**src/rtl/unified_mem_arbiter.sv**
```systemverilog
// unified_mem_arbiter
//   Shares one single-port unified memory between instruction fetch (IF,
//   read-only) and the memory stage (DM, load/store). Only one transaction is
//   in flight at a time. DM has fixed priority, but after STARVE_LIMIT
//   consecutive DM wins over a waiting IF, the next grant goes to IF. A
//   taken-branch flush discards the fetch that is in flight. stall_o holds
//   the pipeline while any request is pending.
//
//   state  | meaning
//   -------+--------------------------------------------------------------
//   IDLE   | no transaction in flight; may grant one requester this cycle
//   WAIT   | waiting MEM_LATENCY cycles for mem_rdata; owner gets rsp at end
//
// Ports
//   clk, rst                      clock, synchronous active-high reset
//   if_req_* / if_rsp_*           fetch request/response (read-only)
//   dm_req_* / dm_rsp_*           load/store request/response
//   flush_i                       taken branch: drop fetch in flight
//   stall_o                       pipeline hold
//   mem_*                         memory port (mem_rdata MEM_LATENCY after mem_en)
//
// Build option
//   ARB_PERF_EN : adds perf_conflict_cnt and perf_starve_cnt (32-bit,
//                 saturating) outputs.
module unified_mem_arbiter #(
    parameter int DATA_WIDTH   = 32,
    parameter int ADDR_WIDTH   = 32,
    parameter int MEM_LATENCY  = 2,
    parameter int STARVE_LIMIT = 4
) (
    input  logic                  clk,
    input  logic                  rst,
    input  logic                  if_req_valid,
    input  logic [ADDR_WIDTH-1:0] if_req_addr,
    output logic                  if_req_ready,
    output logic                  if_rsp_valid,
    output logic [DATA_WIDTH-1:0] if_rsp_data,
    input  logic                  dm_req_valid,
    input  logic                  dm_req_we,
    input  logic [2:0]            dm_req_funct3,
    input  logic [ADDR_WIDTH-1:0] dm_req_addr,
    input  logic [DATA_WIDTH-1:0] dm_req_wdata,
    output logic                  dm_req_ready,
    output logic                  dm_rsp_valid,
    output logic [DATA_WIDTH-1:0] dm_rsp_data,
    input  logic                  flush_i,
    output logic                  stall_o,
    output logic                  mem_en,
    output logic                  mem_we,
    output logic [2:0]            mem_funct3,
    output logic [ADDR_WIDTH-1:0] mem_addr,
    output logic [DATA_WIDTH-1:0] mem_wdata,
    input  logic [DATA_WIDTH-1:0] mem_rdata
`ifdef ARB_PERF_EN
    ,
    output logic [31:0]           perf_conflict_cnt,
    output logic [31:0]           perf_starve_cnt
`endif
);

    localparam int LW = (MEM_LATENCY > 1) ? $clog2(MEM_LATENCY) : 1;
    localparam int SW = $clog2(STARVE_LIMIT + 1);

    typedef enum logic {S_IDLE, S_WAIT} state_t;
    typedef enum logic {OWN_IF, OWN_DM} owner_t;

    state_t          state_q, state_d;
    owner_t          owner_q, owner_d;
    logic            store_q, store_d;
    logic            drop_q, drop_d;
    logic [LW-1:0]   lat_q, lat_d;
    logic [SW-1:0]   starve_q, starve_d;

    logic if_elig, both_elig, force_if, grant_if, grant_dm, done;

    assign if_elig   = if_req_valid && !flush_i;
    assign both_elig = if_elig && dm_req_valid;
    assign force_if  = both_elig && (starve_q == SW'(STARVE_LIMIT));
    // Grants are suppressed while rst is high so every output reads 0 in reset.
    assign grant_dm  = !rst && (state_q == S_IDLE) && dm_req_valid && !force_if;
    assign grant_if  = !rst && (state_q == S_IDLE) && if_elig && !grant_dm;
    assign done      = !rst && (state_q == S_WAIT) && (lat_q == '0);

    always_ff @(posedge clk) begin
        if (rst) begin
            state_q  <= S_IDLE;
            owner_q  <= OWN_IF;
            store_q  <= 1'b0;
            drop_q   <= 1'b0;
            lat_q    <= '0;
            starve_q <= '0;
        end else begin
            state_q  <= state_d;
            owner_q  <= owner_d;
            store_q  <= store_d;
            drop_q   <= drop_d;
            lat_q    <= lat_d;
            starve_q <= starve_d;
        end
    end

    always_comb begin
        state_d      = state_q;
        owner_d      = owner_q;
        store_d      = store_q;
        drop_d       = drop_q;
        lat_d        = lat_q;
        starve_d     = starve_q;
        if_req_ready = grant_if;
        dm_req_ready = grant_dm;
        if_rsp_valid = 1'b0;
        if_rsp_data  = '0;
        dm_rsp_valid = 1'b0;
        dm_rsp_data  = '0;
        mem_en       = grant_if || grant_dm;
        mem_we       = 1'b0;
        mem_funct3   = 3'b000;
        mem_addr     = '0;
        mem_wdata    = '0;

        if (grant_dm) begin
            mem_we     = dm_req_we;
            mem_funct3 = dm_req_funct3;
            mem_addr   = dm_req_addr;
            mem_wdata  = dm_req_wdata;
        end else if (grant_if) begin
            mem_funct3 = 3'b010;                  // fetch is always a full word
            mem_addr   = if_req_addr;
        end

        case (state_q)
            S_IDLE: begin
                if (grant_dm || grant_if) begin
                    state_d = S_WAIT;
                    owner_d = grant_dm ? OWN_DM : OWN_IF;
                    store_d = grant_dm && dm_req_we;
                    drop_d  = 1'b0;
                    lat_d   = LW'(MEM_LATENCY - 1);
                end
                if (grant_if) begin
                    starve_d = '0;
                end else if (grant_dm) begin
                    if (!if_elig)
                        starve_d = '0;
                    else if (starve_q != SW'(STARVE_LIMIT))
                        starve_d = starve_q + SW'(1);
                end
            end
            S_WAIT: begin
                if (lat_q == '0) begin
                    state_d = S_IDLE;
                    drop_d  = 1'b0;
                end else begin
                    lat_d = lat_q - LW'(1);
                    if (flush_i && owner_q == OWN_IF)
                        drop_d = 1'b1;
                end
            end
            default: state_d = S_IDLE;
        endcase

        if (done) begin
            if (owner_q == OWN_IF) begin
                if_rsp_valid = !drop_q;
                if_rsp_data  = drop_q ? '0 : mem_rdata;
            end else begin
                dm_rsp_valid = 1'b1;
                dm_rsp_data  = store_q ? '0 : mem_rdata;
            end
        end

        stall_o = !rst && ((state_q == S_WAIT) ||
                           (if_req_valid && !if_req_ready) ||
                           (dm_req_valid && !dm_req_ready));
    end

`ifdef ARB_PERF_EN
    logic idle_act;
    assign idle_act = !rst && (state_q == S_IDLE);

    always_ff @(posedge clk) begin
        if (rst) begin
            perf_conflict_cnt <= '0;
            perf_starve_cnt   <= '0;
        end else begin
            if (idle_act && both_elig && perf_conflict_cnt != 32'hFFFF_FFFF)
                perf_conflict_cnt <= perf_conflict_cnt + 32'd1;
            if (idle_act && force_if && perf_starve_cnt != 32'hFFFF_FFFF)
                perf_starve_cnt <= perf_starve_cnt + 32'd1;
        end
    end
`endif

endmodule

```
**config.mk**
```make
export PLATFORM = sky130hd
export DESIGN_NAME = unified_mem_arbiter
export DESIGN_NICKNAME = d
export VERILOG_FILES = /design/src/rtl/unified_mem_arbiter.sv
export SDC_FILE = /design/constraint.sdc
export NUM_CORES = 1
export LEC_CHECK = 0
export CORE_AREA = 2 2 106 108
export DETAILED_ROUTE_END_ITERATION = 7
export DIE_AREA = 0 0 108 110
export GPL_ROUTABILITY_DRIVEN = 1
export PLACE_DENSITY = 0.6
export SLEW_MARGIN = 25
export SYNTH_ARGS = -nofsm -noshare
export SYNTH_HDL_FRONTEND = slang
export SYNTH_SLANG_ARGS = --single-unit
```
**constraint.sdc**
```tcl
create_clock -name clk -period 1.65 [get_ports clk]
set_clock_uncertainty 0.15 [all_clocks]
set_input_delay 0.165 -clock clk [delete_from_list [all_inputs] [get_ports clk]]
set_output_delay 0.165 -clock clk [all_outputs]
set_load 0.02 [all_outputs]
```
==> impl_metrics.env <==
export IMPL_run_status="finished, violations left"
export IMPL_violations="setup timing"
export IMPL_hold_class="in2reg"
export IMPL_final_area_sq_mm=0.006021
export IMPL_cp_start_kind="flip-flop"
export IMPL_ant_nets=0
export IMPL_grt_max_degree=33
export IMPL_ys_ff_latch=8
export IMPL_grt_setup_unrepaired="yes"
export IMPL_p_total_w=0.001697
export IMPL_combPwrFrac_pct=73.2
export IMPL_tightest_slew_ns=0.2618
export IMPL_die_h_um=110
export IMPL_worst_slack_ns=-0.3213
export IMPL_drive_gt1_share_pct=70.21
export IMPL_hold_end="store_q$_SDFFE_PP0P_"
export IMPL_ys_types=33
export IMPL_intPower_w=0.001110
export IMPL_cts_sinks=8
export IMPL_r2r_end="starve_q[0]$_SDFFE_PP0P_"
export IMPL_port_buffers=274
export IMPL_syn_inst=238
export IMPL_synth_top_cell_by_area="and2_1"
export IMPL_wl_um=11620
export IMPL_p_seq_share_pct=12.5
export IMPL_r2r_slack_ns=-0.02
export IMPL_relSlewSlack_pct=82.55
export IMPL_synth_edff_count=0
export IMPL_diodes=0
export IMPL_async_reset_ff_share_pct=0
export IMPL_synth_mux_area_share_pct=0
export IMPL_hpwl_um=7537
export IMPL_clk_latency_ns=0.24
export IMPL_yosys_top_cells_area="and2_1 (40%), a22oi_1 (16%), dfxtp_1 (10%)"
export IMPL_fp_row_count=38
export IMPL_grt_overflow=0
export IMPL_cts_max_level=1
export IMPL_path_cells="inv_2 -> ha_4 -> nand2_4 -> o211a_4 -> buf_12 -> buf_16 -> and2_4 -> buf_6"
export IMPL_grt_pass1_wl_um=15580
export IMPL_cp_required_ns=1.33
export IMPL_synth_top_family_by_area="simple AND/OR/NAND/NOR gates"
export IMPL_critPathMaxStageDelay_ns=0.31
export IMPL_path_class="reg2out"
export IMPL_ys_warn_count=0
export IMPL_drt_iter0_markers=66
export IMPL_swShare_pct=34.61
export IMPL_yosys_area_share_simple_pct=54.79
export IMPL_via_per_inst=4.286
export IMPL_p_sw_w=0.0005872
export IMPL_core_sq_mm=0.01070
export IMPL_routedWlPerCell_um=16.51
export IMPL_die_x_um=108
export IMPL_firstDrtPassIters=4
export IMPL_layout_min_cycle_time_ns=1.971
export IMPL_postPlaceCellArea_sq_mm=0.004747
export IMPL_synthAdderAreaFrac_pct=1.623
export IMPL_ir_drop_mv=0.1749
export IMPL_maxSlewViolCount=0
export IMPL_whs_path_depth=2
export IMPL_clkTransAtPathRegs_ns=0.04
export IMPL_track_usage_pct=16.55
export IMPL_drv_cap=0
export IMPL_clockRootBuffer="clkbuf_8"
export IMPL_worstPathMaxFanout=6
export IMPL_worstRegToRegCells=9
export IMPL_min_from="rst"
export IMPL_yosysSeqAreaShare_pct=10.39
export IMPL_worstPathArrival_ns=1.66
export IMPL_vias=3017
export IMPL_pre_cts_ws_ns=-0.7901
export IMPL_max_freq_mhz=507.3
export IMPL_synth_flop_cell="dfxtp_1"
export IMPL_cts_max_path_buffers=2
export IMPL_power_frac_clock_pct=14.3
export IMPL_crit_path_end_kind="output pin"
export IMPL_synth_top_area_share_pct=40.18
export IMPL_layout_nets=705
export IMPL_fin_hold_ws_ns=0.1919
export IMPL_synth_compound_area_share_pct=23.54
export IMPL_fin_tns_setup_ns=-31.41
export IMPL_mostFrequentLayoutCells="buf_6 (137), clkdlybuf4s50_1 (132), and2_4 (91)"
export IMPL_start_util_pct=14.41
export IMPL_rr_startpoint="starve_q[0]$_SDFFE_PP0P_"
export IMPL_synthXorXnorAreaFrac_pct=1.136
export IMPL_crit_slowest_cell="dfxtp_2"
export IMPL_report_final_hold_viol_count=0
export IMPL_leakagePower_nw=2.652
export IMPL_syn_area_sq_mm=0.001541
export IMPL_syn_nets=377
export IMPL_drc=0
export IMPL_fillCellCount=917
export IMPL_synth_area_per_cell_sq_um=6.477
export IMPL_antenna_found_initial=0
export IMPL_ios=275
export IMPL_cts_tree="built"
export IMPL_final_common_cell="buf_6"
export IMPL_numCtsBuffers=3
export IMPL_period_share_pct=119.5
export IMPL_grt_pass1_vias=2974
export IMPL_die_area_sq_mm=0.01188
export IMPL_syn_to_final_growth_pct=290.6
export IMPL_gp_congestion=0.7714
export IMPL_power_density_mw_per_mm2=281.8
export IMPL_setup_viol=137
## per-stage QoR
step                instances  util [%]
detailed placement        661     44.37
floorplan                 238         -
global placement          661     44.37
global route              704     56.28
finish                    704     56.28
CTS                       697     51.17
## Yosys cell counts, types with 2 or more instances
master / n
a21oi_1: 6
a22oi_1: 33
and2_1: 99
buf_2: 15
clkbuf_1: 5
dfxtp_1: 8
ha_1: 2
inv_1: 4
nand2_1: 4
nor2_1: 37
nor2b_1: 2
o21a_1: 2
## per-layer routing
layer / up-vias / routed length [um] / track usage [%]
met5: - / 0 / 0
met4: 0 / 225 / 4.579
met3: 17 / 976 / 3.998
met2: 156 / 6338 / 32.66
met1: 1397 / 4082 / 17.35
li1: 1447 / - / -
## cells by family (layout without fill, tap and decap cells)
group | after synthesis | in the layout
simple gates | 150 | 150
compound gates | 49 | 49
buf+inv | 27 | 353
flops | 8 | 8
fa+ha+maj | 2 | 2
xor+xnor | 2 | 2
## worst max-delay path by stage
| stage | from | end | slack [ns] |
|---|---|---|---|
| floorplan | starve_q[0]$_SDFFE_PP0P_ | mem_addr[11] | -0.02 |
| global placement | rst | mem_addr[7] | -0.76 |
| detailed placement | flush_i | mem_addr[10] | -0.79 |
| CTS | starve_q[0]$_SDFFE_PP0P_ | mem_addr[21] | -0.37 |
| global route | starve_q[0]$_SDFFE_PP0P_ | mem_wdata[8] | -0.37 |
| finish | starve_q[0]$_SDFFE_PP0P_ | mem_wdata[8] | -0.32 |
## repair_timing
item | in CTS | in global routing
gates resized for setup | 851 | 135
endpoints found under the hold margin | 0 | 0
setup buffers | 25 | 7
endpoints found under the setup margin | 140 | 139
pin swaps | 32 | 69
gates cloned | 9 | 6
hold buffers | 0 | 0
## state kept, by name (all words and copies together) (netlist names)
| register | cells |
|---|---|
| state_q | 1 |
| store_q | 1 |
| drop_q | 1 |
| starve_q | 3 |
| owner_q | 1 |
| lat_q | 1 |
## power groups by stage
stage	Clock, W	Combinational, W	Sequential (W)
after floorplan	0	0.000363	0.000212
after global placement	0	0.000968	0.000212
after detailed placement	0	0.000976	0.000212
after CTS	0.000246	0.00109	0.000210
after global routing	0.000255	0.00131	0.000213
final	0.000242	0.00124	0.000212
## worst max-delay path, delay by kind of cell, from the launching register on
kind,cells,cell delay [ns]
adders and majority gates,1,0.14
DFF,1,0.31
AOI/OAI and AO/OA,1,0.29
and+or+nand+nor,2,0.22
buffers and inverters,4,0.45
## area by class of cell
class                      instances  area [sq um]  share of cell area [%]
timing repair buffer             345          3796                   63.05
inverter                           5         18.77                  0.3117
multi-input combinational        203          1821                   30.24
clock buffer                       3         41.29                  0.6858
tap                              140         175.2                   2.909
sequential                         8         168.9                   2.805
(Power assumes the default switching activity.)
==> RTL change (config.mk and constraints unchanged) <==
Change the parameter `ADDR_WIDTH` from 32 to 16.
--- a/src/rtl/unified_mem_arbiter.sv
+++ b/src/rtl/unified_mem_arbiter.sv
@@ -26,3 +26,3 @@
     parameter int DATA_WIDTH   = 32,
-    parameter int ADDR_WIDTH   = 32,
+    parameter int ADDR_WIDTH   = 16,
     parameter int MEM_LATENCY  = 2,
Ports: changed (resized dm_req_addr, if_req_addr and mem_addr); port bits go from 275 to 227. No check against the original RTL was run, so the function may have changed too.
==> RTL change against the unedited design <==
The run still ends with negative setup slack left; clock power shrank 3%; worst setup slack gained 0.030 ns; sequential cell count is the same; critical endpoint is now mem_wdata[17]; sequential share of layout area grew 0.51 points; via count shrank 17%; highest routed layer unchanged; wire length shrank 21%; power shrank 16%; area after synthesis shrank 12%; final area shrank 15%.
==> RTL change: results (changes against the unedited design) <==
- Status: finished with violations (unchanged)
- Failing checks: negative setup slack (unchanged)
- Final #Nets: 591 (was 705)
- Root buffer cell: clkbuf_8 (unchanged)
- Worst Setup Slack, final: -0.2918 ns (was -0.3213 ns)
- Worst Tran Pin Value: 0.2752 ns (was 0.2618 ns)
- Setup TNS: -24.58 ns (was -31.41 ns)
- Clk. pwr: 235 uW (was 242 uW)
- Met2 Use GR: 25.79% (was 32.66%)
- Crit path largest cell delay: 0.33 ns (was 0.31 ns)
- GR Util met1: 12.15% (was 17.35%)
- Met2 wire length: 5099 um (was 6338 um)
- Final setup fails: 120 (was 137)
- Post-Synth XOR/XNOR Area: 1.295% (was 1.136%)
- Reg-to-reg critical path endpoint: starve_q[1] (was starve_q[0])
- Leakage power: 0.002327 uW (was 0.002652 uW)
- Final Wtd Congestion: 0.7846 (was 0.7714)
- Post-CTS Setup Inserts: 7 (was 25)
- Syn avg cell area: 6.763 sq um (was 6.477 sq um)
- Critical Path Fanout Max: 8 (was 6)
- Post-synthesis compound-gate area fraction: 18.50% (was 23.54%)
- Clk pwr share: 16.5% (was 14.3%)
- Synth unique cells: 31 (was 33)
- Top post-synthesis cells by area: and2_1 (46%), dfxtp_1 (12%), a22oi_1 (9.4%) (was and2_1 (40%), a22oi_1 (16%), dfxtp_1 (10%))
- Pre-CTS setup slack: -0.7592 ns (was -0.7901 ns)
- Fillers: 992 (was 917)
- Critical path data arrival time: 1.63 ns (was 1.66 ns)
- Setup crit end: mem_wdata[17] (was mem_wdata[8])
- GRT met3 Usage: 3.586% (was 3.998%)
- Layout Cells excl Fill: 622 (was 704)
- Crit. Startpoint: starve_q[0] (unchanged)
- I/O Buffers: 226 (was 274)
- Asr flop ratio synth: 0% (unchanged)
- Worst vdd ir: 240.8 uV (was 174.9 uV)
- Length in cells of the worst reg-to-reg path: 8 (was 9)
- DR WL/cell: 14.67 um (was 16.51 um)
- Adder-cell area share of the yosys netlist: 1.850% (was 1.623%)
- Met3 Wirelength: 870 um (was 976 um)
- Vias in the first global route: 2396 (was 2974)
- DP HPWL: 6079 um (was 7537 um)
- Synth top cells by count: and2_1 (99), nor2_1 (21), a22oi_1 (17) (was and2_1 (99), nor2_1 (37), a22oi_1 (33))
- Resize count post-CTS: 600 (was 851)
- Largest net degree at the start of global routing: 34 (was 33)
- Metal1 wirelength: 3120 um (was 4082 um)
- Cell Area, Placed: 4030 sq um (was 4747 sq um)
- Clk slew on worst S/H paths: 0.04 ns (about the same)
- Switching part of the total: 32.18% (was 34.61%)
- Vias: 2493 (was 3017)
- Global-route usage over all layers: 12.32% (was 16.55%)
- Drt initial violations: 75 (was 66)
- Post-synth net total: 307 (was 377)
[RTL change: cell count changes after synthesis]
cell,unedited run,this run
buf_6,1,2
nor2_1,37,21
nand2b_4,0,1
a22oi_1,33,17
inv_1,4,5
a211oi_4,0,1
nand2b_1,1,0
buf_4,1,0
buf_2,15,11
clkbuf_1,5,3
inv_2,1,0
a211oi_2,1,0
[RTL change: worst min-delay path by stage]
stage	slack, ns	endpoint	startpoint
2_1_floorplan	0.18	store_q	dm_req_we
3_3_place_gp	0.41	lat_q	lat_q
3_5_place_dp	0.41	lat_q	lat_q
4_1_cts	0.20	store_q	rst
5_1_grt	0.25	store_q	rst
6_report	0.21	store_q	rst
[RTL change: layout make-up]
type	count	area [sq um]	share of cell area (%)
Clock buffer	3	41.29	0.8098
Multi-Input combinational cell	171	1465	28.74
Timing Repair Buffer	295	3229	63.34
Inverter	5	18.77	0.3681
Tap cell	140	175.2	3.436
Sequential cell	8	168.9	3.313
